$ cat config.mk
export PLATFORM = sky130hd
export DESIGN_NAME = pipelined_addsub
export DESIGN_NICKNAME = d
export VERILOG_FILES = /design/src/rtl/pipelined_addsub_pkg.sv /design/src/rtl/addsub_seg.sv /design/src/rtl/pipelined_addsub.sv
export SDC_FILE = /design/constraint.sdc
export NUM_CORES = 1
export LEC_CHECK = 0
export CORE_MARGIN = 10
export CORE_UTILIZATION = 69
export CTS_CLUSTER_SIZE = 16
export DETAILED_ROUTE_END_ITERATION = 7
export DONT_BUFFER_PORTS = 1
export PLACE_DENSITY_LB_ADDON = 0.3
export SYNTH_ARGS = -nofsm -noshare
export SYNTH_HDL_FRONTEND = slang
export SYNTH_SLANG_ARGS = --single-unit
$ cat constraint.sdc
create_clock -name clk -period 6.9 [get_ports clk]
set_input_delay 1.38 -clock clk [delete_from_list [all_inputs] [get_ports clk]]
set_output_delay 1.38 -clock clk [all_outputs]
set_load 0.02 [all_outputs]
$ cat src/rtl/pipelined_addsub_pkg.sv
`default_nettype none
// +----------------------------------------------------------------------+
// | pipelined_addsub_pkg : shared sizing helpers and stage record type    |
// | Rev 1.0                                                               |
// +----------------------------------------------------------------------+
package pipelined_addsub_pkg;

  localparam int c_def_width = 34;
  localparam int c_def_seg_w = 17;

  function automatic int calc_nseg(input int width, input int seg_w);
    return (width + seg_w - 1) / seg_w;
  endfunction

  function automatic int calc_last_seg_w(input int width, input int seg_w);
    return width - (calc_nseg(width, seg_w) - 1) * seg_w;
  endfunction

  localparam int c_last_seg_w = calc_last_seg_w(c_def_width, c_def_seg_w);

  typedef struct packed {
    logic valid;
    logic carry;
  } stage_ctl_t;

endpackage
`default_nettype wire

$ cat src/rtl/addsub_seg.sv
`default_nettype none
// +----------------------------------------------------------------------+
// | addsub_seg : combinational W-bit segment adder with MSB carry tap     |
// | Rev 1.0                                                               |
// +----------------------------------------------------------------------+
module addsub_seg
  import pipelined_addsub_pkg::*;
#(
  parameter int W = 17
) (
  input  logic [W-1:0] a,
  input  logic [W-1:0] b,
  input  logic         ci,
  output logic [W-1:0] s,
  output logic         co,
  output logic         c_msb_in
);

  logic [W:0] w_full;

  assign w_full   = {1'b0, a} + {1'b0, b} + {{W{1'b0}}, ci};
  assign s        = w_full[W-1:0];
  assign co       = w_full[W];
  // Carry into the top bit recovered from the sum bit: s = a ^ b ^ c_in.
  assign c_msb_in = a[W-1] ^ b[W-1] ^ s[W-1];

endmodule
`default_nettype wire

$ cat src/rtl/pipelined_addsub.sv
`default_nettype none
// +----------------------------------------------------------------------+
// | pipelined_addsub : segmented, valid/ready pipelined add/subtract      |
// | Optional saturation: define PIPELINED_ADDSUB_SATURATE_EN. Rev 1.0     |
// +----------------------------------------------------------------------+
module pipelined_addsub
  import pipelined_addsub_pkg::*;
#(
  parameter int WIDTH = 34,
  parameter int SEG_W = 17
) (
  input  logic             clk,
  input  logic             rst,
  input  logic [WIDTH-1:0] a,
  input  logic [WIDTH-1:0] b,
  input  logic             cin,
  input  logic             sub,
`ifdef PIPELINED_ADDSUB_SATURATE_EN
  input  logic             sat,
`endif
  input  logic             in_valid,
  output logic             in_ready,
  output logic [WIDTH-1:0] sum,
  output logic             cout,
  output logic             overflow,
  output logic             zero,
  output logic             out_valid,
  input  logic             out_ready
);

  localparam int c_nseg   = calc_nseg(WIDTH, SEG_W);
  localparam int c_last_w = calc_last_seg_w(WIDTH, SEG_W);

  stage_ctl_t [c_nseg-1:0]            r_ctl;
  logic       [c_nseg-1:0][WIDTH-1:0] r_a;
  logic       [c_nseg-1:0][WIDTH-1:0] r_b;
  logic       [c_nseg-1:0][WIDTH-1:0] r_sum;
  logic       [c_nseg-1:0]            r_sat;
  logic                               r_cout;
  logic                               r_ovf;
  logic                               r_zero;

  logic                               w_adv;
  logic                               w_sat_req;
  logic       [c_nseg-1:0][WIDTH-1:0] w_a_in;
  logic       [c_nseg-1:0][WIDTH-1:0] w_b_in;
  logic       [c_nseg-1:0][WIDTH-1:0] w_sum_prev;
  logic       [c_nseg-1:0][WIDTH-1:0] w_seg_sum;
  logic       [c_nseg-1:0]            w_ci;
  logic       [c_nseg-1:0]            w_vld_in;
  logic       [c_nseg-1:0]            w_sat_in;
  logic       [c_nseg-1:0]            w_co;
  logic       [c_nseg-1:0]            w_cmsb;
  logic       [WIDTH-1:0]             w_raw_sum;
  logic       [WIDTH-1:0]             w_final_sum;
  logic                               w_ovf;

`ifdef PIPELINED_ADDSUB_SATURATE_EN
  assign w_sat_req = sat;
`else
  assign w_sat_req = 1'b0;
`endif

  // One global advance: a stalled output freezes every stage together.
  assign w_adv    = out_ready | ~out_valid;
  assign in_ready = w_adv;

  // Stage inputs: ports for stage 0, previous stage registers otherwise.
  always_comb begin
    w_a_in[0]     = a;
    w_b_in[0]     = sub ? ~b : b;
    w_ci[0]       = sub | cin;
    w_vld_in[0]   = in_valid;
    w_sat_in[0]   = w_sat_req;
    w_sum_prev[0] = '0;
    for (int k = 1; k < c_nseg; k++) begin
      w_a_in[k]     = r_a[k-1];
      w_b_in[k]     = r_b[k-1];
      w_ci[k]       = r_ctl[k-1].carry;
      w_vld_in[k]   = r_ctl[k-1].valid;
      w_sat_in[k]   = r_sat[k-1];
      w_sum_prev[k] = r_sum[k-1];
    end
  end

  for (genvar k = 0; k < c_nseg; k++) begin : g_stage
    localparam int c_lo = k * SEG_W;
    localparam int c_sw = (k == c_nseg - 1) ? c_last_w : SEG_W;

    logic [c_sw-1:0] w_s;

    addsub_seg #(
      .W (c_sw)
    ) u_seg (
      .a        (w_a_in[k][c_lo +: c_sw]),
      .b        (w_b_in[k][c_lo +: c_sw]),
      .ci       (w_ci[k]),
      .s        (w_s),
      .co       (w_co[k]),
      .c_msb_in (w_cmsb[k])
    );

    assign w_seg_sum[k] = WIDTH'(w_s) << c_lo;
  end

  // Final stage: flags from the top segment, saturation on the full result.
  always_comb begin
    w_raw_sum   = w_sum_prev[c_nseg-1] | w_seg_sum[c_nseg-1];
    w_ovf       = w_cmsb[c_nseg-1] ^ w_co[c_nseg-1];
    w_final_sum = w_raw_sum;
    if (w_sat_in[c_nseg-1] && w_ovf) begin
      w_final_sum = w_a_in[c_nseg-1][WIDTH-1] ? {1'b1, {(WIDTH-1){1'b0}}}
                                               : {1'b0, {(WIDTH-1){1'b1}}};
    end
  end

  always_ff @(posedge clk) begin
    if (rst) begin
      r_ctl  <= '0;
      r_a    <= '0;
      r_b    <= '0;
      r_sum  <= '0;
      r_sat  <= '0;
      r_cout <= 1'b0;
      r_ovf  <= 1'b0;
      r_zero <= 1'b0;
    end else if (w_adv) begin
      for (int k = 0; k < c_nseg; k++) begin
        r_ctl[k].valid <= w_vld_in[k];
        r_ctl[k].carry <= w_co[k];
        r_a[k]         <= w_a_in[k];
        r_b[k]         <= w_b_in[k];
        r_sat[k]       <= w_sat_in[k];
        r_sum[k]       <= w_sum_prev[k] | w_seg_sum[k];
      end
      r_sum[c_nseg-1] <= w_final_sum;
      r_cout          <= w_co[c_nseg-1];
      r_ovf           <= w_ovf;
      r_zero          <= ~|w_final_sum;
    end
  end

  assign sum       = r_sum[c_nseg-1];
  assign cout      = r_cout;
  assign overflow  = r_ovf;
  assign zero      = r_zero;
  assign out_valid = r_ctl[c_nseg-1].valid;

endmodule
`default_nettype wire

==> results of run 1 <==
==> worst max path at each step <==
stage,depth (start not counted),end,startpoint
after floorplan,14,r_sum[8]$_SDFFE_PP0P_,sub
after global placement,11,r_sum[8]$_SDFFE_PP0P_,sub
after detailed placement,11,r_sum[8]$_SDFFE_PP0P_,sub
after CTS,11,r_sum[8]$_SDFFE_PP0P_,sub
after global routing,10,r_ctl[0]$_SDFFE_PP0P_,sub
final,11,r_sum[8]$_SDFFE_PP0P_,sub
==> power by group through the flow <==
stage	clock network, mW	logic [mW]	registers [mW]
finish	0.337	0.318	0.659
global route	0.363	0.358	0.667
CTS	0.336	0.314	0.659
global placement	0	0.304	0.670
floorplan	0	0.325	0.622
detailed placement	0	0.311	0.672
==> area by class of cell <==
class | count | area share
clock buffers | 9 | 0.0231
multi-input cells | 505 | 0.588
inverters | 19 | 0.0133
flip-flops and latches | 91 | 0.340
clock inverters | 6 | 0.00910
well taps | 102 | 0.0238
repair buffers | 2 | 0.00280
==> cell usage in the layout (no fill, tap or decap), types with 4 or more instances in the layout <==
master,n
xnor2_1,20
o31a_1,5
ha_1,32
or3_1,11
o31ai_1,6
nand4_1,5
o21a_1,16
nor4_1,6
fa_1,4
inv_1,17
nor2b_1,4
nand2_1,118
a21o_1,6
xor2_1,23
a211oi_1,25
nor3_1,22
clkbuf_8,9
o2111ai_1,4
nor2_1,44
a21oi_1,74
nand3_1,16
o21ai_0,17
dfxtp_1,91
==> routing by layer <==
metal | GRT usage | up-vias | wire length (um)
li1 | - | 2273 | -
met5 | 0 | - | 0
met1 | 0.323 | 2084 | 6370
met2 | 0.336 | 182 | 5700
met3 | 0.0696 | 15 | 1300
met4 | 0.0311 | 0 | 112
==> flip-flops by register name (all words and copies together) (netlist names) <==
signal and flops:
cout 1, sum 34, r_ctl 2, r_sum 17, out_valid 1, r_b 17, zero 1, overflow 1
r_a 17
==> stage by stage <==
step / util / instance area (um^2)
CTS: 0.694 / 5360
floorplan: - / 5460
detailed placement: 0.672 / 5190
finish: 0.694 / 5360
global route: 0.694 / 5360
global placement: 0.672 / 5190
==> logic make-up after synthesis <==
family | Yosys count | share of synthesized area
AO/OA/AOI/OAI | 184 | 0.221
XOR/XNOR | 43 | 0.0690
adder cells (fa/ha/maj) | 36 | 0.0880
buffers and inverters | 94 | 0.0898
flip-flops | 91 | 0.334
AND/OR/NAND/NOR | 242 | 0.198
==> worst min-delay path, cell delays in order, from the launching register on <==
cell,delay [ns]
dfxtp_1,0.33
nand2_1,0.05
a21oi_1,0.05
==> results.cfg, run 1 <==
[status]
status = completed

[place]
place.gp.congestion = 0.894
dpl.cell_count = 719
dp_hpwl_um = 10200
dpl_worst_slack_ns = 2.89
io_buffers = 0

[sta]
finalCritPeriodShare = 0.528
finalHoldViolCount = 0
setup_ws_ns = 3.26
rsz0062_at_grt = false
finClkSkew_ns = 0.0150
tns_ns = 0
fmax_ghz = 0.274
tightestPinTransition_ns = 0.923
setup_viol = 0
slew_headroom = 0.385
slew_violations = 0
fin_crit_ns = 3.64
holdWs_ns = 0.463

[setup_path]
cpPeakStageDelay_ns = 0.45
worstSetupStartpointType = primary input
path_buf_inv = 0
crit_arrival_ns = 3.94
r2r_cells = 11
crit_required_ns = 7.20
cp_slowest_cell = fa_1
cp_max_fo = 35
path_class = in -> reg
crit_chain = xnor2_1 -> fa_1 -> fa_1 -> nor2b_1 -> o31a_1 -> o21ai_0 -> a21boi_0 -> o21a_1 -> nor3_1 -> or3b_2 -> a21oi_1
r2r_slack_ns = 3.68
rr_endpoint = zero$_SDFFE_PP0P_
cp-end-kind = register
critPathTopFamily = compound AO/OA/AOI/OAI gates
r2r-start = r_ctl[0]$_SDFFE_PP0P_
crit_path_frequent_cell = fa_1

[cells_and_area]
multi_input_area_mm2 = 0.00316
fillCellCount = 659
final-seq-area_mm2 = 0.00182
n_antenna_cell = 0
final_nets = 738
layout-drive-gt1-share = 0.0443
synthToLayoutAreaGrowth_pct = -1.76
final_cells = 734

[global_routing]
grt_use_total = 0.227
gr-total-overflow = 0
grt_antenna_before_repair = 0
grt_pass1_wl_um = 21800
grt_pass1_vias = 4306
grt_max_degree = 97

[synthesis]
synthCells = 690
yosys-top-cells-count = 118 x nand2_1, 91 x dfxtp_1, 74 x a21oi_1, 44 x nor2_1, 34 x buf_4
synthTopCellsByArea = dfxtp_1 33%, nand2_1 8.1%, ha_1 7.3%, a21oi_1 6.8%, buf_4 4.7%
yosysTopAreaCell = dfxtp_1
avgSynthCellArea_um2 = 7.91
syn_nets = 800
yosys.area.top_type_share = 0.334
synth_most_common_cell = nand2_1
synth_area_mm2 = 0.00546
synth_edf_count = 0
synth_warnings = 0
async_reset_ff_frac = 0
ys_types = 57
ys.flop_type = dfxtp_1
ys_ff_latch = 91
yosysSeqAreaShare = 0.334

[clock_tree]
clockBufferDepth = 2
cts-root-buf = clkbuf_8
post-cts-setup-buffers = 0
cts_resized = 0
cts_sinks = 91
hold_buffers = 0
cts_buffers = 9
htreeDepth = 3
clkSlewWorstSetupHoldPaths_ns = 0.10
worst_skew_pair.late_latency_ns = 0.36
cts_tree = built

[die]
start_util = 0.707
dieArea_mm2 = 0.0119
die_y_um = 109
die_x_um = 109
rows = 32
core_region_area_mm2 = 0.00773
pin_count = 113

[power]
vdd_drop_max_uv = 136
p_comb_frac = 0.242
switching_power_uw = 461
p_int_uw = 854
swShare = 0.350
total_power_mw = 1.31
seqPwrFrac = 0.502
cellPowerDensity_mw_per_mm2 = 245
clkPwrFrac = 0.256
leakage_nw = 2.16

[worst_hold_path]
hold_depth = 2
hold_end = r_a[27]$_SDFFE_PP0P_
holdCritStartpoint = r_a[27]$_SDFFE_PP0P_
min_path_type = reg -> reg

[drt]
drc_errors = 0
vias_per_cell = 6.20
drt-total-wl_um = 13500
drtIter0Drc = 306
vias = 4554
wl_per_cell_um = 18.4
firstDrtPassIters = 5
postRouteAntennaNets = 0

[flow_run]
maxCapViolCount = 0
Power figures use the tool's default switching activity.
==> inputs of run 2 (changes only) <==
--- a/config.mk
+++ b/config.mk
@@ -6,7 +6,7 @@
 export NUM_CORES = 1
 export LEC_CHECK = 0
 export CORE_MARGIN = 10
-export CORE_UTILIZATION = 69
+export CORE_UTILIZATION = 58
 export CTS_CLUSTER_SIZE = 16
 export DETAILED_ROUTE_END_ITERATION = 7
 export DONT_BUFFER_PORTS = 1
==> constraint.sdc (replaced) <==
create_clock -name clk -period 3.3 [get_ports clk]
set_input_delay 0.66 -clock clk [delete_from_list [all_inputs] [get_ports clk]]
set_output_delay 0.66 -clock clk [all_outputs]
set_load 0.02 [all_outputs]
==> run 2 against run 1 <==
Utilization decreased by 10 points. Clock-buffer cell count increased by 1. Combinational power increased by 120%. Flip-flop and latch count unchanged. First-iteration DRC count increased by 10%. Critical path type is now reg -> reg.
==> results.cfg, run 2 (synthesized netlist as in run 1, its figures left out) <==
[setup_path]
cpPeakStageDelay_ns = 0.46
critPathTopFamily = compound AO/OA/AOI/OAI gates
path_class = reg -> reg
crit_arrival_ns = 3.35
r2r-start = r_ctl[0]$_SDFFE_PP0P_
crit_path_frequent_cell = fa_1
crit_required_ns = 3.56
cp-end-kind = register
worstSetupStartpointType = register
r2r_cells = 12
r2r_slack_ns = 0.21
path_buf_inv = 2
cp_max_fo = 4
crit_chain = inv_1 -> fa_1 -> fa_1 -> nor2b_1 -> o31a_1 -> buf_4 -> o211ai_1 -> and3_1 -> o311ai_1 -> nor2_1 -> and4_1 -> a21o_1
rr_endpoint = zero$_SDFFE_PP0P_
cp_slowest_cell = fa_1

[sta]
rsz0062_at_grt = false
setup_viol = 0
tightestPinTransition_ns = 0.860
fmax_ghz = 0.324
finalCritPeriodShare = 0.937
tns_ns = 0
finClkSkew_ns = 0.0116
fin_crit_ns = 3.09
slew_violations = 0
finalHoldViolCount = 0
slew_headroom = 0.427

[clock_tree]
worst_skew_pair.late_latency_ns = 0.36
clockBufferDepth = 2
clkSlewWorstSetupHoldPaths_ns = 0.10
htreeDepth = 3
cts-root-buf = clkbuf_8
cts_tree = built
cts_sinks = 91
cts_buffers = 9

[place]
place.gp.congestion = 0.876
dpl.cell_count = 728
io_buffers = 0
dp_hpwl_um = 10100

[die]
pin_count = 113
die_x_um = 117
rows = 35
core_region_area_mm2 = 0.00920
dieArea_mm2 = 0.0137
die_y_um = 117
start_util = 0.594

[worst_hold_path]
min_path_type = in -> reg
hold_end = sum[3]$_SDFFE_PP0P_
hold_depth = 1
holdCritStartpoint = rst

[global_routing]
grt_max_degree = 97
grt_use_total = 0.194
grt_antenna_before_repair = 0
grt_pass1_vias = 4207
grt_pass1_wl_um = 21200
gr-total-overflow = 0

[cells_and_area]
layout-drive-gt1-share = 0.0551
final_cells = 746
final_nets = 740
mostFrequentLayoutCells = 118 x nand2_1, 91 x dfxtp_1, 74 x a21oi_1, 44 x nor2_1, 32 x ha_1
final_common_cell = nand2_1
synthToLayoutAreaGrowth_pct = 0.0916
largest_register_ffs = 34
n_antenna_cell = 0

[drt]
vias_per_cell = 6.08
drc_errors = 0
postRouteAntennaNets = 0
firstDrtPassIters = 7
top_layer = met4
vias = 4534
drtIter0Drc = 338
drt-total-wl_um = 13600
met1_length_um = 6420
wl_met2_um = 5640
wl_per_cell_um = 18.2
wl_met3_um = 1380

[power]
switching_power_uw = 971
clkPwrFrac = 0.281
p_comb_frac = 0.240
p_int_mw = 1.89
vdd_drop_max_uv = 262
leakage_nw = 2.20
cellPowerDensity_mw_per_mm2 = 524
seqPwrFrac = 0.479
swShare = 0.339

[flow_run]
maxCapViolCount = 0

[status]
status = completed
run 2: timing repair:
item                       4_1_cts  5_1_grt
buffers inserted                 0        2
setup endpoints to repair        0        1
resized for setup                0        1
hold buffers                     0        0
run 2: worst max-delay path by stage:
stage,startpoint,slack [ns],endpoint,cells after the start
floorplan,sub,0.001,r_sum[8]$_SDFFE_PP0P_,14
global placement,b[0],0.26,r_ctl[0]$_SDFFE_PP0P_,10
detailed placement,b[0],0.13,r_ctl[0]$_SDFFE_PP0P_,10
CTS,r_ctl[0]$_SDFFE_PP0P_,0.22,zero$_SDFFE_PP0P_,11
global route,r_ctl[0]$_SDFFE_PP0P_,0.03,zero$_SDFFE_PP0P_,12
finish,r_ctl[0]$_SDFFE_PP0P_,0.21,zero$_SDFFE_PP0P_,12
run 2: worst reg2reg max path: stages, from the launching register on:
cell	delay, ns
dfxtp_1	0.32
inv_1	0.06
fa_1	0.46
fa_1	0.42
nor2b_1	0.23
o31a_1	0.25
buf_4	0.14
o211ai_1	0.12
and3_1	0.18
o311ai_1	0.38
nor2_1	0.09
and4_1	0.19
a21o_1	0.17
run 2: per-layer routing:
metal  vias to the layer above  global-route usage
li1                       2264                   -
met3                        11              0.0525
met1                      2070               0.279
met5                         -                   0
met2                       189               0.280
met4                         0              0.0478
run 2: power by group through the flow:
stage	clock network (mW)	logic (mW)	registers (mW)
after floorplan	0	0.692	1.30
after global placement	0	0.661	1.40
after detailed placement	0	0.671	1.40
after CTS	0.818	0.676	1.38
after global routing	0.861	0.764	1.39
final	0.805	0.687	1.37
run 2: area by class of cell:
cell class | count | area [um^2]
Clock buffer | 10 | 138
Clock inverter | 6 | 71.3
Fill cell | 837 | 3730
Inverter | 19 | 71.3
Multi-Input combinational cell | 505 | 3180
Sequential cell | 91 | 1820
Tap cell | 111 | 139
Timing Repair Buffer | 4 | 42.5
run 2: per-stage QoR:
| step | instance area, um^2 | util | setup WS, ns | hold WS (ns) | power, mW |
|---|---|---|---|---|---|
| detailed placement | 5240 | 0.570 | 0.129 | 0.440 | 2.07 |
| global placement | 5240 | 0.570 | 0.256 | 0.439 | 2.06 |
| floorplan | 5540 | - | 0.00119 | 0.432 | 1.99 |
| CTS | 5450 | 0.593 | 0.218 | 0.349 | 2.87 |
| finish | 5470 | 0.594 | 0.209 | 0.356 | 2.87 |
| global route | 5470 | 0.594 | 0.0339 | 0.342 | 3.02 |
==> inputs of run 3 (changes only) <==
--- a/config.mk
+++ b/config.mk
@@ -5,11 +5,11 @@
 export SDC_FILE = /design/constraint.sdc
 export NUM_CORES = 1
 export LEC_CHECK = 0
-export CORE_MARGIN = 10
 export CORE_UTILIZATION = 58
 export CTS_CLUSTER_SIZE = 16
 export DETAILED_ROUTE_END_ITERATION = 7
 export DONT_BUFFER_PORTS = 1
+export HOLD_SLACK_MARGIN = 0.02
 export PLACE_DENSITY_LB_ADDON = 0.3
 export SYNTH_ARGS = -nofsm -noshare
 export SYNTH_HDL_FRONTEND = slang
==> run 3 against run 2 <==
First-iteration DRC count is 34% lower. Worst hold slack better by 0.012 ns. Total power up 0.85%. Maximum frequency is 0.23% higher. Setup slack improved by 0.0072 ns. Non-clock buffer count shrank 2. Utilization is essentially flat. Register-to-register slack barely moved. Clock-buffer cell count stayed put. Wire length decreased by 9.6%. Sequential power about the same. Critical path depth down 1. Largest power group unchanged. Highest routed layer unchanged.
==> results.cfg, run 3 (synthesized netlist as in run 1, its figures left out) <==
[drt]
wl_per_cell_um = 16.5
vias = 4513
drt-total-wl_um = 12300
drc_errors = 0
vias_per_cell = 6.07
postRouteAntennaNets = 0
drtIter0Drc = 223
firstDrtPassIters = 5

[cells_and_area]
final_util = 0.594
final_common_cell = nand2_1
n_antenna_cell = 0
final_cells = 744
layout-drive-gt1-share = 0.0506
synthToLayoutAreaGrowth_pct = 0.115
mostFrequentLayoutCells = 118 x nand2_1, 91 x dfxtp_1, 74 x a21oi_1, 44 x nor2_1, 32 x ha_1
largest_register_ffs = 34
final_nets = 738

[setup_path]
crit_start = r_ctl[0]$_SDFFE_PP0P_
cp_slowest_cell = fa_1
path_class = reg -> reg
rr_endpoint = zero$_SDFFE_PP0P_
crit_arrival_ns = 3.33
r2r-start = r_ctl[0]$_SDFFE_PP0P_
r2r_slack_ns = 0.22
crit_required_ns = 3.55
worstSetupStartpointType = register
cp_max_fo = 5
crit_chain = inv_1 -> fa_1 -> fa_1 -> nor2b_1 -> o31a_1 -> o31ai_1 -> o21a_1 -> o311ai_1 -> nor2_1 -> and4_1 -> a21o_1
crit_path_frequent_cell = fa_1
r2r_cells = 11
cp-end-kind = register
cpPeakStageDelay_ns = 0.46
crit_path_end = zero$_SDFFE_PP0P_

[sta]
tightestPinTransition_ns = 0.860
setup_viol = 0
fmax_ghz = 0.324
tns_ns = 0
finalHoldViolCount = 0
rsz0062_at_grt = false
slew_headroom = 0.427
slew_violations = 0
finClkSkew_ns = 0.0135
finalCritPeriodShare = 0.935
fin_crit_ns = 3.08

[clock_tree]
worst_skew_pair.late_latency_ns = 0.35
hold_buffers = 0
clkSlewWorstSetupHoldPaths_ns = 0.10
cts-root-buf = clkbuf_8
post-cts-setup-buffers = 0
htreeDepth = 3
cts_sinks = 91
clockBufferDepth = 2
cts_buffers = 9
cts_tree = built

[power]
leakage_nw = 2.20
vdd_drop_max_uv = 291
cellPowerDensity_mw_per_mm2 = 529
total_power_mw = 2.89

[die]
start_util = 0.594
die_y_um = 99.0
rows = 35
die_x_um = 99.0
pin_count = 113
core_region_area_mm2 = 0.00920
dieArea_mm2 = 0.00981

[global_routing]
grt_use_total = 0.254
grt_antenna_before_repair = 0
grt_pass1_vias = 4038
grt_max_degree = 97
grt_pass1_wl_um = 19900
gr-total-overflow = 0

[place]
dpl.cell_count = 728
io_buffers = 0
dp_hpwl_um = 8930
place.gp.congestion = 0.877

[status]
status = completed

[flow_run]
maxCapViolCount = 0

[worst_hold_path]
min_path_type = in -> reg
## run 3: worst min path at each step
stage | startpoint | endpoint | cells past startpoint
floorplan | r_a[17]$_SDFFE_PP0P_ | r_a[17]$_SDFFE_PP0P_ | 2
finish | rst | sum[27]$_SDFFE_PP0P_ | 1
CTS | rst | sum[25]$_SDFFE_PP0P_ | 1
global route | rst | sum[27]$_SDFFE_PP0P_ | 1
detailed placement | r_a[22]$_SDFFE_PP0P_ | r_a[22]$_SDFFE_PP0P_ | 2
global placement | r_a[17]$_SDFFE_PP0P_ | r_a[17]$_SDFFE_PP0P_ | 2
## run 3: critical path: cells and delay by family, from the launching register on
family / cells / cell delay, ns
AOI/OAI and AO/OA: 5 / 1.22
adders and majority gates: 2 / 0.89
DFF: 1 / 0.32
buffers and inverters: 1 / 0.06
and+or+nand+nor: 3 / 0.50
## run 3: per-stage QoR
| stage | instance area [um^2] | hold slack, ns | setup slack [ns] |
|---|---|---|---|
| floorplan | 5540 | 0.432 | 0.00119 |
| global placement | 5240 | 0.439 | 0.239 |
| detailed placement | 5240 | 0.443 | 0.116 |
| CTS | 5470 | 0.348 | 0.173 |
| global route | 5470 | 0.334 | 0.0415 |
| finish | 5470 | 0.368 | 0.216 |
## run 3: routing by layer
metal  GRT usage  vias up  share of wire
met1       0.381     2094           0.49
met3      0.0454       10          0.068
met2       0.379      135           0.43
met5           0        -              0
li1            -     2274              -
met4      0.0551        0         0.0086
## run 3: timing repair
item / 4_1_cts / 5_1_grt
hold endpoints to repair: 0 / 0
setup endpoints to repair: 0 / 1
resized for setup: 0 / 1
## run 3: where the power goes
| part | total (mW) | internal (mW) | leakage (nW) | switching [mW] |
|---|---|---|---|---|
| clock | 0.850 | 0.438 | 0.113 | 0.412 |
| sequential | 1.37 | 1.22 | 0.755 | 0.150 |
| combinational | 0.670 | 0.293 | 1.34 | 0.377 |
| total | 2.89 | 1.95 | 2.20 | 0.938 |
## run 3: final cells by class
class | count | area [um^2]
fill | 854 | 3730
multi-input combinational | 505 | 3180
sequential | 91 | 1820
tap | 111 | 139
clock buffer | 10 | 128
clock inverter | 6 | 97.6
inverter | 19 | 71.3
timing repair buffer | 2 | 27.5
